==> config.mk <==
export PLATFORM = sky130hd
export DESIGN_NAME = joypad_input_m
export DESIGN_NICKNAME = d
export VERILOG_FILES = /design/src/rtl/cpu_defs.sv /design/src/rtl/joypad_debounce_bit_m.sv /design/src/rtl/joypad_input_m.sv
export SDC_FILE = /design/constraint.sdc
export NUM_CORES = 1
export LEC_CHECK = 0
export ABC_AREA = 1
export CAP_MARGIN = 10
export CORE_MARGIN = 2
export CORE_UTILIZATION = 40
export CTS_CLUSTER_SIZE = 28
export DETAILED_ROUTE_END_ITERATION = 12
export GPL_ROUTABILITY_DRIVEN = 0
export PLACE_DENSITY = 0.68
export SETUP_SLACK_MARGIN = 0.3
export SLEW_MARGIN = 20
export SYNTH_ARGS = -nofsm -noshare
export SYNTH_HDL_FRONTEND = slang
export SYNTH_SLANG_ARGS = --single-unit
==> constraint.sdc <==
create_clock -name clk -period 1.63 [get_ports clk]
set_input_delay 0.163 -clock clk [delete_from_list [all_inputs] [get_ports clk]]
set_output_delay 0.163 -clock clk [all_outputs]
set_load 0.1 [all_outputs]
==> src/rtl/cpu_defs.sv <==
// cpu_defs: shared CPU-side definitions for the joypad input path
//
// Contents:
//   joypad_buttons_s         packed button vector, MSB first (Start..Right),
//                            bit-compatible with the raw/debounced 8-bit buses
//   JOY_RIGHT .. JOY_START   bit indices into that vector (0..7)
//   JOYPAD_DEBOUNCE_DEFAULT  default debounce length in clk_4mhz edges
package cpu_defs;

    typedef struct packed {
        logic start;
        logic select;
        logic b;
        logic a;
        logic down;
        logic up;
        logic left;
        logic right;
    } joypad_buttons_s;

    localparam int JOY_RIGHT  = 0;
    localparam int JOY_LEFT   = 1;
    localparam int JOY_UP     = 2;
    localparam int JOY_DOWN   = 3;
    localparam int JOY_A      = 4;
    localparam int JOY_B      = 5;
    localparam int JOY_SELECT = 6;
    localparam int JOY_START  = 7;

    localparam int JOYPAD_DEBOUNCE_DEFAULT = 4096;

endpackage

==> src/rtl/joypad_debounce_bit_m.sv <==
// joypad_debounce_bit_m: 2-flop synchronizer plus counting debouncer for one button
//
// Ports:
//   clk    in   system clock
//   rst_n  in   asynchronous active-low reset
//   raw    in   asynchronous raw button level, active-high pressed
//   state  out  accepted (debounced) level
//   rise   out  one-cycle pulse on the edge where state goes 0->1
module joypad_debounce_bit_m
    import cpu_defs::*;
#(
    parameter int DEBOUNCE_CYCLES = JOYPAD_DEBOUNCE_DEFAULT
) (
    input  logic clk,
    input  logic rst_n,
    input  logic raw,
    output logic state,
    output logic rise
);

    localparam int CW = (DEBOUNCE_CYCLES > 1) ? $clog2(DEBOUNCE_CYCLES) : 1;
    localparam logic [CW-1:0] CNT_MAX = CW'(DEBOUNCE_CYCLES - 1);

    logic          meta_q, meta_d;
    logic          sync_q, sync_d;
    logic          st_q, st_d;
    logic          rise_q, rise_d;
    logic [CW-1:0] cnt_q, cnt_d;

    // Any cycle where the synchronized level agrees with the accepted one
    // clears the count, so a glitch never accumulates across bounces.
    // The count stops at CNT_MAX and is cleared on acceptance; it never wraps.
    always_comb begin
        meta_d = raw;
        sync_d = meta_q;
        st_d   = st_q;
        cnt_d  = '0;
        rise_d = 1'b0;
        if (sync_q != st_q) begin
            if (cnt_q == CNT_MAX) begin
                st_d   = sync_q;
                rise_d = sync_q;
            end else begin
                cnt_d = cnt_q + 1'b1;
            end
        end
    end

    always_ff @(posedge clk or negedge rst_n) begin
        if (!rst_n) begin
            meta_q <= 1'b0;
            sync_q <= 1'b0;
            st_q   <= 1'b0;
            rise_q <= 1'b0;
            cnt_q  <= '0;
        end else begin
            meta_q <= meta_d;
            sync_q <= sync_d;
            st_q   <= st_d;
            rise_q <= rise_d;
            cnt_q  <= cnt_d;
        end
    end

    assign state = st_q;
    assign rise  = rise_q;

endmodule

==> src/rtl/joypad_input_m.sv <==
// joypad_input_m: debounced Game Boy buttons, P1 input nibble and joypad IRQ
//
// Ports:
//   clk          in   system clock (clk_4mhz)
//   rst_n        in   asynchronous active-low reset
//   btn_raw      in   raw buttons, active-high, [0]=Right .. [7]=Start
//   sel_dir_n    in   P14, active-low direction-group select
//   sel_btn_n    in   P15, active-low action-group select
//   btn_state    out  debounced buttons, active-high
//   btn_pressed  out  one-cycle pulse per accepted press
//   p1_nibble    out  registered P1[3:0], active-low
//   joypad_irq   out  one-cycle pulse when any P1[3:0] bit falls
module joypad_input_m
    import cpu_defs::*;
#(
    parameter int DEBOUNCE_CYCLES = JOYPAD_DEBOUNCE_DEFAULT
) (
    input  logic       clk,
    input  logic       rst_n,
    input  logic [7:0] btn_raw,
    input  logic       sel_dir_n,
    input  logic       sel_btn_n,
    output logic [7:0] btn_state,
    output logic [7:0] btn_pressed,
    output logic [3:0] p1_nibble,
    output logic       joypad_irq
);

    logic [3:0] nib;
    logic [3:0] p1_nibble_q, p1_nibble_d;
    logic       joypad_irq_q, joypad_irq_d;

    genvar i;
    for (i = 0; i < 8; i++) begin : g_bit
        joypad_debounce_bit_m #(
            .DEBOUNCE_CYCLES(DEBOUNCE_CYCLES)
        ) u_deb (
            .clk  (clk),
            .rst_n(rst_n),
            .raw  (btn_raw[i]),
            .state(btn_state[i]),
            .rise (btn_pressed[i])
        );
    end

    // Selecting both groups wire-ANDs them, as on the real P1 matrix.
    // The IRQ fires on any 1->0 bit, so a select change that exposes an
    // already-held key also interrupts; releases never do.
    always_comb begin
        nib = 4'hF
            & ~({4{~sel_dir_n}} & btn_state[JOY_DOWN:JOY_RIGHT])
            & ~({4{~sel_btn_n}} & btn_state[JOY_START:JOY_A]);
        p1_nibble_d  = nib;
        joypad_irq_d = |(p1_nibble_q & ~nib);
    end

    always_ff @(posedge clk or negedge rst_n) begin
        if (!rst_n) begin
            p1_nibble_q  <= 4'hF;
            joypad_irq_q <= 1'b0;
        end else begin
            p1_nibble_q  <= p1_nibble_d;
            joypad_irq_q <= joypad_irq_d;
        end
    end

    assign p1_nibble  = p1_nibble_q;
    assign joypad_irq = joypad_irq_q;

endmodule

### Word level (Yosys, flattened, before mapping)

Index checks and enable logic that the tools add are counted.

* logic and storage cells: 116
* input port bits: 12
* flip-flop bits (word level): 133

* $add $sub $neg: 8
* bitwise gates (word level): 9
* mux-type cells: 32
* reductions and logical operators: 9
* equality and inequality tests: 16

Operators by type and width (count)
* $mux 12: 16
* $add 12x1->12 const B: 8
* $eq 12x12->1 const B: 8
* $and 4x4->4: 4
* $mux 1: 16
* $reduce_and 2->1: 8
* $not 4->4: 3
* $ne 1x1->1: 8
* $reduce_or 4->1: 1
* $not 1->1: 2

### Depth between registers and ports, before layout

Gate-level depths: netlist of run 1.

* depth in word-level cells: 7
* mapped depth: 8

### By module

Synthesis of run 1 repeated with hierarchy kept, for this count alone.

* cells, all modules: 688
* area, all modules: 6207.2 sq um

By module, submodules not included
* joypad_debounce_bit_m: sequential area each 400.4 sq um, cells an instance 82, times used 8, area each 747.0 sq um
* joypad_input_m: sequential area each 130.1 sq um, cells an instance 32, times used 1, area each 231.5 sq um

### Least setup slack after synthesis of run 1

OpenSTA, ideal clock, no wires.

* kind: register to register
* from: reg g_bit[0].u_deb.cnt_q[0]
* to: reg g_bit[0].u_deb.cnt_q[11]
* data required time: 1510 ps
* data arrival time: 1106 ps
* slack: 404 ps
* clock period less this slack: 1226 ps
* stages on the path, launching flop included: 9
* cells stage by stage: dfrtp_1 ha_1 nand2_1 nor2_4 nand2_2 nor2_2 nand2_1 nand2_2 nor2_1

* cells in the longest elaborated chain, start to end: 3

RTL lines
* start: declaration: line joypad_debounce_bit_m.sv:28 `logic [CW-1:0] cnt_q, cnt_d;`
* start signal: assignment: line joypad_debounce_bit_m.sv:61 `cnt_q <= cnt_d;`
* $add 12x1->12 or $eq 12x12->1 (tied branches): line joypad_debounce_bit_m.sv:44, joypad_debounce_bit_m.sv:40
* $mux 12 *: line joypad_debounce_bit_m.sv:40 `if (cnt_q == CNT_MAX) begin`
* $mux 12 *: line joypad_debounce_bit_m.sv:39 `if (sync_q != st_q) begin`
* via g_bit[0].u_deb.cnt_d[11]: line joypad_debounce_bit_m.sv:28

Mark *: on every way through the listed nets, which the timed path passes. The rest lies on a longest branch.
A chain may end at the register's enable or synchronous reset.

### Final worst setup path of run 1

* from: reg g_bit[3].u_deb.cnt_q[0]
* to: reg g_bit[3].u_deb.cnt_q[1]

* cells in the longest elaborated chain, start to end: 3

RTL lines (line)
* start: declaration: joypad_debounce_bit_m.sv:28
* start signal: assignment: joypad_debounce_bit_m.sv:61
* $add 12x1->12 or $eq 12x12->1 (tied branches): joypad_debounce_bit_m.sv:44, joypad_debounce_bit_m.sv:40
* $mux 12 *: joypad_debounce_bit_m.sv:40
* $mux 12 *: joypad_debounce_bit_m.sv:39
* via g_bit[3].u_deb.cnt_d[1]: joypad_debounce_bit_m.sv:28

Marks and branches as above.

==> results_tabular.tex, run 1 <==
\begin{tabular}{lr}
\hline
Metric & Value \\
\hline
\multicolumn{2}{l}{\textbf{Global routing}} \\
\quad Antenna violations before repair & 0 \\
\quad Overall track demand over capacity in global routing & 0.1559 \\
\quad Largest net degree at the start of global routing & 41 \\
\quad Wire length of the first global-routing pass & 20.82 mm \\
\quad Leftover overflow at the end of global routing & 0 \\
\quad Via count of the first global-routing pass & 4641 \\
\multicolumn{2}{l}{\textbf{Die}} \\
\quad Area of the core & 15710 um2 \\
\quad Die Outline Area & 16920 um2 \\
\quad Chip width & 130.1 um \\
\quad Initial core utilization & 0.4048 \\
\quad Top-level I/O count & 33 \\
\quad Std-Cell Rows & 46 \\
\quad Die Y & 130.1 um \\
\multicolumn{2}{l}{\textbf{STA}} \\
\quad Final critical path time including I/O delays and setup & 1361 ps \\
\quad Total count of max-transition violations in the final report & 0 \\
\quad Number of setup violations in the final report & 0 \\
\quad Worst Clk Skew & 13.23 ps \\
\quad Final total negative setup slack & 0 ps \\
\quad Unrepaired setup endpoints after global routing & yes \\
\quad Actual transition at the worst max-transition pin & 402.7 ps \\
\quad Maximum clock frequency & 0.7347 GHz \\
\quad Final number of hold-violating endpoints & 0 \\
\quad Normalized max-slew margin & 0.7315 \\
\quad Part of the cycle the worst path needs & 0.8350 \\
\multicolumn{2}{l}{\textbf{Worst setup path}} \\
\quad Type of the worst setup path & reg -> reg \\
\quad Worst Setup Start Kind & flip-flop \\
\quad Slack of the worst reg-to-reg path & 270 ps \\
\quad Worst EP arrival & 1680 ps \\
\quad Reg-to-Reg Start & g\_bit[3].u\_deb.cnt\_q[0] \\
\quad Capture point of the worst reg-to-reg path & g\_bit[3].u\_deb.cnt\_q[1] \\
\quad CP max stage cell & dfrtp\_1 \\
\quad Crit path required time & 1950 ps \\
\quad Critical path buffer and inverter count & 0 \\
\quad Cell-by-cell listing of the critical path & ha\_2 -> nand2\_2 -> nor2\_4 -> nand2\_2 -> nor2\_4 -> nand2\_4 -> nand2\_8 -> nor2\_1 \\
\quad Critical Path Sink Type & flip-flop \\
\quad Stage delay of the slowest cell on the critical path & 370 ps \\
\quad R2r worst-path depth & 8 \\
\quad Max Fanout on Critical Path & 7 \\
\quad Largest delay contributor family on the critical path & simple AND/OR/NAND/NOR gates \\
\multicolumn{2}{l}{\textbf{Routing}} \\
\quad Count of antenna-violating nets left after detailed routing & 0 \\
\quad DRC violation count after routing & 0 \\
\quad Detailed Routing Iterations Pass 1 & 4 \\
\quad Routed wire length per instance & 12.12 um \\
\quad Number of DRC violations after detailed-routing iteration 0 & 302 \\
\quad WL final & 12.46 mm \\
\quad Detailed-route via count & 4743 \\
\quad Via-to-Cell Ratio & 4.614 \\
\multicolumn{2}{l}{\textbf{Synth}} \\
\quad Yosys reg bits & 133 \\
\quad Top area cells in the synthesized netlist & dfrtp\_1 51\%, nand2\_1 9.1\%, nor2\_1 8.1\% \\
\quad Proportion of synthesized flip-flops having asynchronous set or reset & 1.000 \\
\quad Cell count after synthesis & 731 \\
\quad Number of distinct library cell variants in the gate-level netlist after synthesis & 28 \\
\quad Per-instance average area after synthesis & 8.700 um2 \\
\quad Area of the mapped netlist & 6360 um2 \\
\quad Portion of the post-synthesis area used by sequential elements & 0.5241 \\
\quad Number of flops mapped to enable cells by yosys & 0 \\
\quad Number of synthesis warnings & 0 \\
\quad Synthesized net count & 751 \\
\quad Most used DFF post-synth & dfrtp\_1 \\
\quad Post-synth top area cell & dfrtp\_1 \\
\quad Portion of synthesized cell area occupied by the leading cell type & 0.5076 \\
\multicolumn{2}{l}{\textbf{Place}} \\
\quad DP Area & 7087 um2 \\
\quad DP Wirelength & 8.351 mm \\
\quad Port Buf Inserts & 32 \\
\multicolumn{2}{l}{\textbf{Clock network}} \\
\quad Clock slew at the register clock pins of the worst setup and hold paths & 60 ps \\
\quad Number of levels in the clock H-tree & 4 \\
\quad Maximum number of buffers from clock root to sink & 2 \\
\quad Sink Count & 133 \\
\quad CTS tree & yes \\
\quad Clock latency on the worst-skew pair & 420 ps \\
\quad Root buf cell & clkbuf\_16 \\
\quad Total clock buffers created by CTS & 17 \\
\multicolumn{2}{l}{\textbf{Final layout}} \\
\quad FILL cells & 1406 \\
\quad Final core utilization & 0.5187 \\
\quad Area Overhead vs Synth & 28.15\% \\
\quad Fraction of final layout cells with drive strength greater than 1 & 0.2401 \\
\quad Summed area of non-filler cells in the final layout & 8150 um2 \\
\quad Layout net count & 819 \\
\quad Antenna diode count & 0 \\
\multicolumn{2}{l}{\textbf{Min path}} \\
\quad Type of the worst min-delay path & in -> reg \\
\quad Worst-case hold path end point & g\_bit[5].u\_deb.meta\_q \\
\quad Min-delay src & btn\_raw[5] \\
\quad Worst hold path depth & 1 \\
\multicolumn{2}{l}{\textbf{Status}} \\
\quad Result of the run & finished, final reports clean \\
\multicolumn{2}{l}{\textbf{Power and ir drop}} \\
\quad Peak VDD IR & 0.7973 mV \\
\quad Power density normalized to cell area & 899.7 nW/um2 \\
\quad Leakage power figure & 3.608 nW \\
\multicolumn{2}{l}{\textbf{Job}} \\
\quad MaxCap Viol Count & 0 \\
\hline
\end{tabular}
[where the power goes]
part	leakage (nW)	internal (mW)	switching, mW
Combinational	1.57	0.139	0.198
Clock	0.262	2.02	1.55
Sequential	1.78	3.37	0.0568
[worst max-delay path by stage]
stage | slack [ps] | from | endpoint | cells after the start
detailed placement | 240 | g_bit[3].u_deb.cnt_q[0] | g_bit[3].u_deb.cnt_q[11] | 8
CTS | 260 | p1_nibble[1] | p1_nibble[1] | 1
global placement | 260 | g_bit[0].u_deb.cnt_q[0] | g_bit[0].u_deb.cnt_q[9] | 8
finish | 270 | g_bit[3].u_deb.cnt_q[0] | g_bit[3].u_deb.cnt_q[1] | 8
global route | 210 | g_bit[6].u_deb.cnt_q[0] | g_bit[6].u_deb.cnt_q[9] | 8
floorplan | 400 | g_bit[0].u_deb.cnt_q[0] | g_bit[0].u_deb.cnt_q[11] | 8
[state kept, by name, summed over array words and instances (netlist names)]
| register | cells |
|---|---|
| p1_nibble | 4 |
| g_bit.u_deb.cnt_q | 96 |
| joypad_irq | 1 |
| g_bit.u_deb.rise | 8 |
| g_bit.u_deb.state | 8 |
| g_bit.u_deb.meta_q | 8 |
| g_bit.u_deb.sync_q | 8 |
[layout by cell type, fill, tap and decap left out, types with 11 or more instances in the layout]
| cell type | instances |
|---|---|
| nor2_4 | 18 |
| nand4_1 | 32 |
| nand3_1 | 37 |
| dfrtp_1 | 125 |
| inv_1 | 83 |
| nor2_2 | 25 |
| nor2_1 | 117 |
| buf_4 | 31 |
| clkbuf_16 | 17 |
| xor2_1 | 28 |
| nand2_2 | 19 |
| buf_12 | 23 |
| nor3_1 | 11 |
| nand2_1 | 143 |
[metal layers]
layer  up-vias  GRT usage  wire length (um)  part of all wire
met1      2255     0.2002              5689              0.46
met2        71     0.2516              6002              0.48
met5         -          0                 0                 0
li1       2402          -                 -                 -
met4         0    0.04617               161             0.013
met3        15    0.05289               608             0.049
[synth_stat cells (3+ instances only)]
cell type,count
nand2_1,155
nand2_2,15
xnor2_1,10
nor2_1,137
xor2_1,31
o21ai_1,5
nand4_1,32
o21bai_1,5
nor2_2,11
nor3_1,11
dfrtp_1,129
ha_1,8
dfstp_2,4
o22ai_1,4
o21ai_0,3
inv_1,84
inv_2,3
nand3_2,3
nand3_1,38
xor2_2,3
nor3b_1,3
buf_4,16
nor2_4,12
[stage by stage]
stage	hold WS [ps]	instances	power, mW	setup WS [ps]
global placement	107.5	965	3.743	262.0
detailed placement	108.8	965	3.750	241.3
global route	181.9	1028	7.665	210.9
floorplan	-132.6	731	3.598	404.3
finish	179.7	1028	7.333	268.9
CTS	169.5	1008	7.386	257.8
[logic make-up after synthesis]
| logic type | after synthesis | share of synthesized area |
|---|---|---|
| AOI/OAI and AO/OA | 17 | 0.01613 |
| xor gates and xnor gates | 44 | 0.06414 |
| adders and majority gates | 8 | 0.01574 |
| buffers and inverters | 105 | 0.07181 |
| DFF | 133 | 0.5241 |
| and+or+nand+nor | 424 | 0.3081 |
[timing repair]
| action | CTS | global route |
|---|---|---|
| endpoints found under the hold margin | 37 | 0 |
| hold buffers | 1 | 0 |
| endpoints found under the setup margin | 53 | 82 |
| buffers inserted | 10 | 20 |
| pin swaps | 5 | 30 |
| resized for setup | 11 | 62 |
[cell type report]
cell class	instances	area, um2	share of cell area
flip-flops and latches	133	3338	0.4096
clock buffers	18	439.2	0.05388
clock inverters	14	120.1	0.01474
well taps	216	270.3	0.03316
inverters	87	329.1	0.04037
repair buffers	67	825.8	0.1013
multi-input cells	493	2828	0.3469
Power figures use the tool's default switching activity.
==> run 2: changes to the inputs <==
Settings changed: PLACE_DENSITY 0.68 to 0.7.
Clock period 1.63 ns to 1.25 ns, I/O delays scaled along.
==> run 2 against run 1 <==
Compared with the run above:
- the flow now finishes with violations (setup timing)
- final cell count up 6.7%
- critical path depth decreased by 7
- sequential share of layout area decreased by 5.5 points
- die area unchanged
- first-iteration DRC count down 3.6%
- power increased by 34%
- worst hold slack worse by 50 ps
- via count up 8.6%
- register-to-register slack got worse by 350 ps
- critical path type is now reg -> out
- critical endpoint is now p1_nibble[2]
- largest cell class is now multi-input gates
==> results_tabular.tex, run 2 (synthesis gave the netlist of run 1 again) <==
\begin{tabular}{lr}
\hline
Metric & Value \\
\hline
\multicolumn{2}{l}{\textbf{Routing}} \\
\quad DRC violation count after routing & 0 \\
\quad Detailed Routing Iterations Pass 1 & 4 \\
\quad Detailed-route via count & 5152 \\
\quad Count of antenna-violating nets left after detailed routing & 0 \\
\quad Number of DRC violations after detailed-routing iteration 0 & 291 \\
\quad Routed wire length per instance & 13.12 um \\
\quad Via-to-Cell Ratio & 4.696 \\
\quad WL final & 14.39 mm \\
\multicolumn{2}{l}{\textbf{STA}} \\
\quad Final critical path time including I/O delays and setup & 1366 ps \\
\quad Unrepaired setup endpoints after global routing & yes \\
\quad Final number of hold-violating endpoints & 0 \\
\quad Post-route setup slack & -116.1 ps \\
\quad Maximum clock frequency & 0.7320 GHz \\
\quad Actual transition at the worst max-transition pin & 260.4 ps \\
\quad Final total negative setup slack & -2713 ps \\
\quad Number of setup violations in the final report & 58 \\
\quad Normalized max-slew margin & 0.8258 \\
\quad Part of the cycle the worst path needs & 1.093 \\
\quad Worst Clk Skew & 14.06 ps \\
\quad WHS & 129.7 ps \\
\quad Total count of max-transition violations in the final report & 0 \\
\multicolumn{2}{l}{\textbf{Power and ir drop}} \\
\quad Power density normalized to cell area & 1037 nW/um2 \\
\quad Peak VDD IR & 0.9513 mV \\
\quad Pwr Total & 9.836 mW \\
\quad Leakage power figure & 4.123 nW \\
\multicolumn{2}{l}{\textbf{Global routing}} \\
\quad Antenna violations before repair & 0 \\
\quad Via count of the first global-routing pass & 5128 \\
\quad Overall track demand over capacity in global routing & 0.1750 \\
\quad Wire length of the first global-routing pass & 23.32 mm \\
\quad Largest net degree at the start of global routing & 43 \\
\quad Leftover overflow at the end of global routing & 0 \\
\multicolumn{2}{l}{\textbf{Place}} \\
\quad DP Wirelength & 8.477 mm \\
\quad Port Buf Inserts & 32 \\
\multicolumn{2}{l}{\textbf{Die}} \\
\quad Die Outline Area & 16920 um2 \\
\quad Chip width & 130.1 um \\
\quad Top-level I/O count & 33 \\
\quad Die Y & 130.1 um \\
\quad Std-Cell Rows & 46 \\
\quad Area of the core & 15710 um2 \\
\quad Initial core utilization & 0.4048 \\
\multicolumn{2}{l}{\textbf{Worst setup path}} \\
\quad Stage delay of the slowest cell on the critical path & 650 ps \\
\quad Type of the worst setup path & reg -> out \\
\quad Cell-by-cell listing of the critical path & buf\_12 \\
\quad Max Fanout on Critical Path & 2 \\
\quad Reg-to-Reg Start & g\_bit[7].u\_deb.cnt\_q[0] \\
\quad R2r worst-path depth & 8 \\
\quad Largest delay contributor family on the critical path & flip-flops \\
\quad Worst EP arrival & 1240 ps \\
\quad Crit path required time & 1120 ps \\
\quad Critical path buffer and inverter count & 1 \\
\quad Worst Setup Start Kind & flip-flop \\
\quad CP max stage cell & dfstp\_4 \\
\quad CP Launch Point & p1\_nibble[2] \\
\quad Capture point of the worst reg-to-reg path & g\_bit[7].u\_deb.cnt\_q[0] \\
\quad Slack of the worst reg-to-reg path & -80 ps \\
\quad Critical Path Sink Type & output port \\
\multicolumn{2}{l}{\textbf{Status}} \\
\quad Result of the run & finished with violations \\
\quad Violated checks & setup timing \\
\multicolumn{2}{l}{\textbf{Final layout}} \\
\quad Area Overhead vs Synth & 49.12\% \\
\quad FILL cells & 1191 \\
\quad Flip-flop count of the largest register, all copies and words added & 96 \\
\quad Layout net count & 889 \\
\quad Fraction of final layout cells with drive strength greater than 1 & 0.4222 \\
\quad Largest reg by FF count & g\_bit.u\_deb.cnt\_q \\
\quad Top library cells by usage in the layout, fill and taps aside & 131 x nand2\_1, 119 x dfrtp\_1, 83 x nor2\_1 \\
\quad Antenna diode count & 0 \\
\quad Commonest non-fill, non-tap cell in the layout & nand2\_1 \\
\multicolumn{2}{l}{\textbf{Clock network}} \\
\quad CTS tree & yes \\
\quad Sink Count & 133 \\
\quad Clock slew at the register clock pins of the worst setup and hold paths & 60 ps \\
\quad Number of levels in the clock H-tree & 4 \\
\quad Root buf cell & clkbuf\_16 \\
\quad Maximum number of buffers from clock root to sink & 2 \\
\quad Clock latency on the worst-skew pair & 420 ps \\
\quad Total clock buffers created by CTS & 17 \\
\multicolumn{2}{l}{\textbf{Min path}} \\
\quad Type of the worst min-delay path & in -> async \\
\multicolumn{2}{l}{\textbf{Job}} \\
\quad MaxCap Viol Count & 0 \\
\hline
\end{tabular}
## run 2: cell type report
class                   count  area (um2)  area share
repair buffers            137        1545      0.1629
clock inverters            11       110.1     0.01161
multi-input cells         493        3405      0.3590
clock buffers              20       446.7     0.04710
inverters                  87       346.6     0.03654
well taps                 216       270.3     0.02850
flip-flops and latches    133        3361      0.3544
## run 2: routing by layer
layer / GRT usage / vias to the layer above / part of all wire
met4: 0.06072 / 0 / 0.017
li1: - / 2541 / -
met2: 0.2947 / 82 / 0.51
met5: 0 / - / 0
met1: 0.2145 / 2506 / 0.43
met3: 0.05289 / 23 / 0.042
## run 2: repair_timing
action | in CTS | in global routing
pin swaps | 62 | 63
endpoints found under the setup margin | 135 | 137
buffers inserted | 38 | 21
hold buffers | 1 | 0
hold endpoints to repair | 132 | 0
resized for setup | 144 | 108
## run 2: report_power, final
part	switching (mW)	internal [mW]
sequential	0.0876	4.40
clock	1.82	2.95
combinational	0.329	0.257
## run 2: stage by stage
step	cell area, um2	util	worst slack [ps]	std cells
after global routing	9484	0.6036	-160.0	1097
final	9484	0.6036	-116.1	1097
after detailed placement	7488	0.4766	-62.79	1006
after floorplan	6441	-	35.93	731
after global placement	7488	0.4766	-19.38	1006
after CTS	8917	0.5675	-131.1	1076
## run 2: worst max-delay path by stage
stage,endpoint,slack [ps],depth (start not counted)
3_3_place_gp,g_bit[6].u_deb.cnt_q[9],-20,8
2_1_floorplan,g_bit[0].u_deb.cnt_q[11],40,8
3_5_place_dp,g_bit[3].u_deb.cnt_q[11],-60,8
5_1_grt,g_bit[7].u_deb.cnt_q[0],-160,8
6_report,p1_nibble[2],-120,1
4_1_cts,p1_nibble[2],-130,1
## run 2: worst reg2reg max path: stages, from the launching register on
cell	delay, ps
dfrtp_1	350
ha_2	200
nand2_2	60
inv_2	90
nand2_2	70
nor2_4	120
nand3_4	140
nand2_8	150
nor2_1	50
==> run 3: changes to the inputs <==
Settings changed: CTS_CLUSTER_SIZE 28 to 30.
==> results of run 3 <==
Final layout, timing and power as in run 2 (identical DEF).
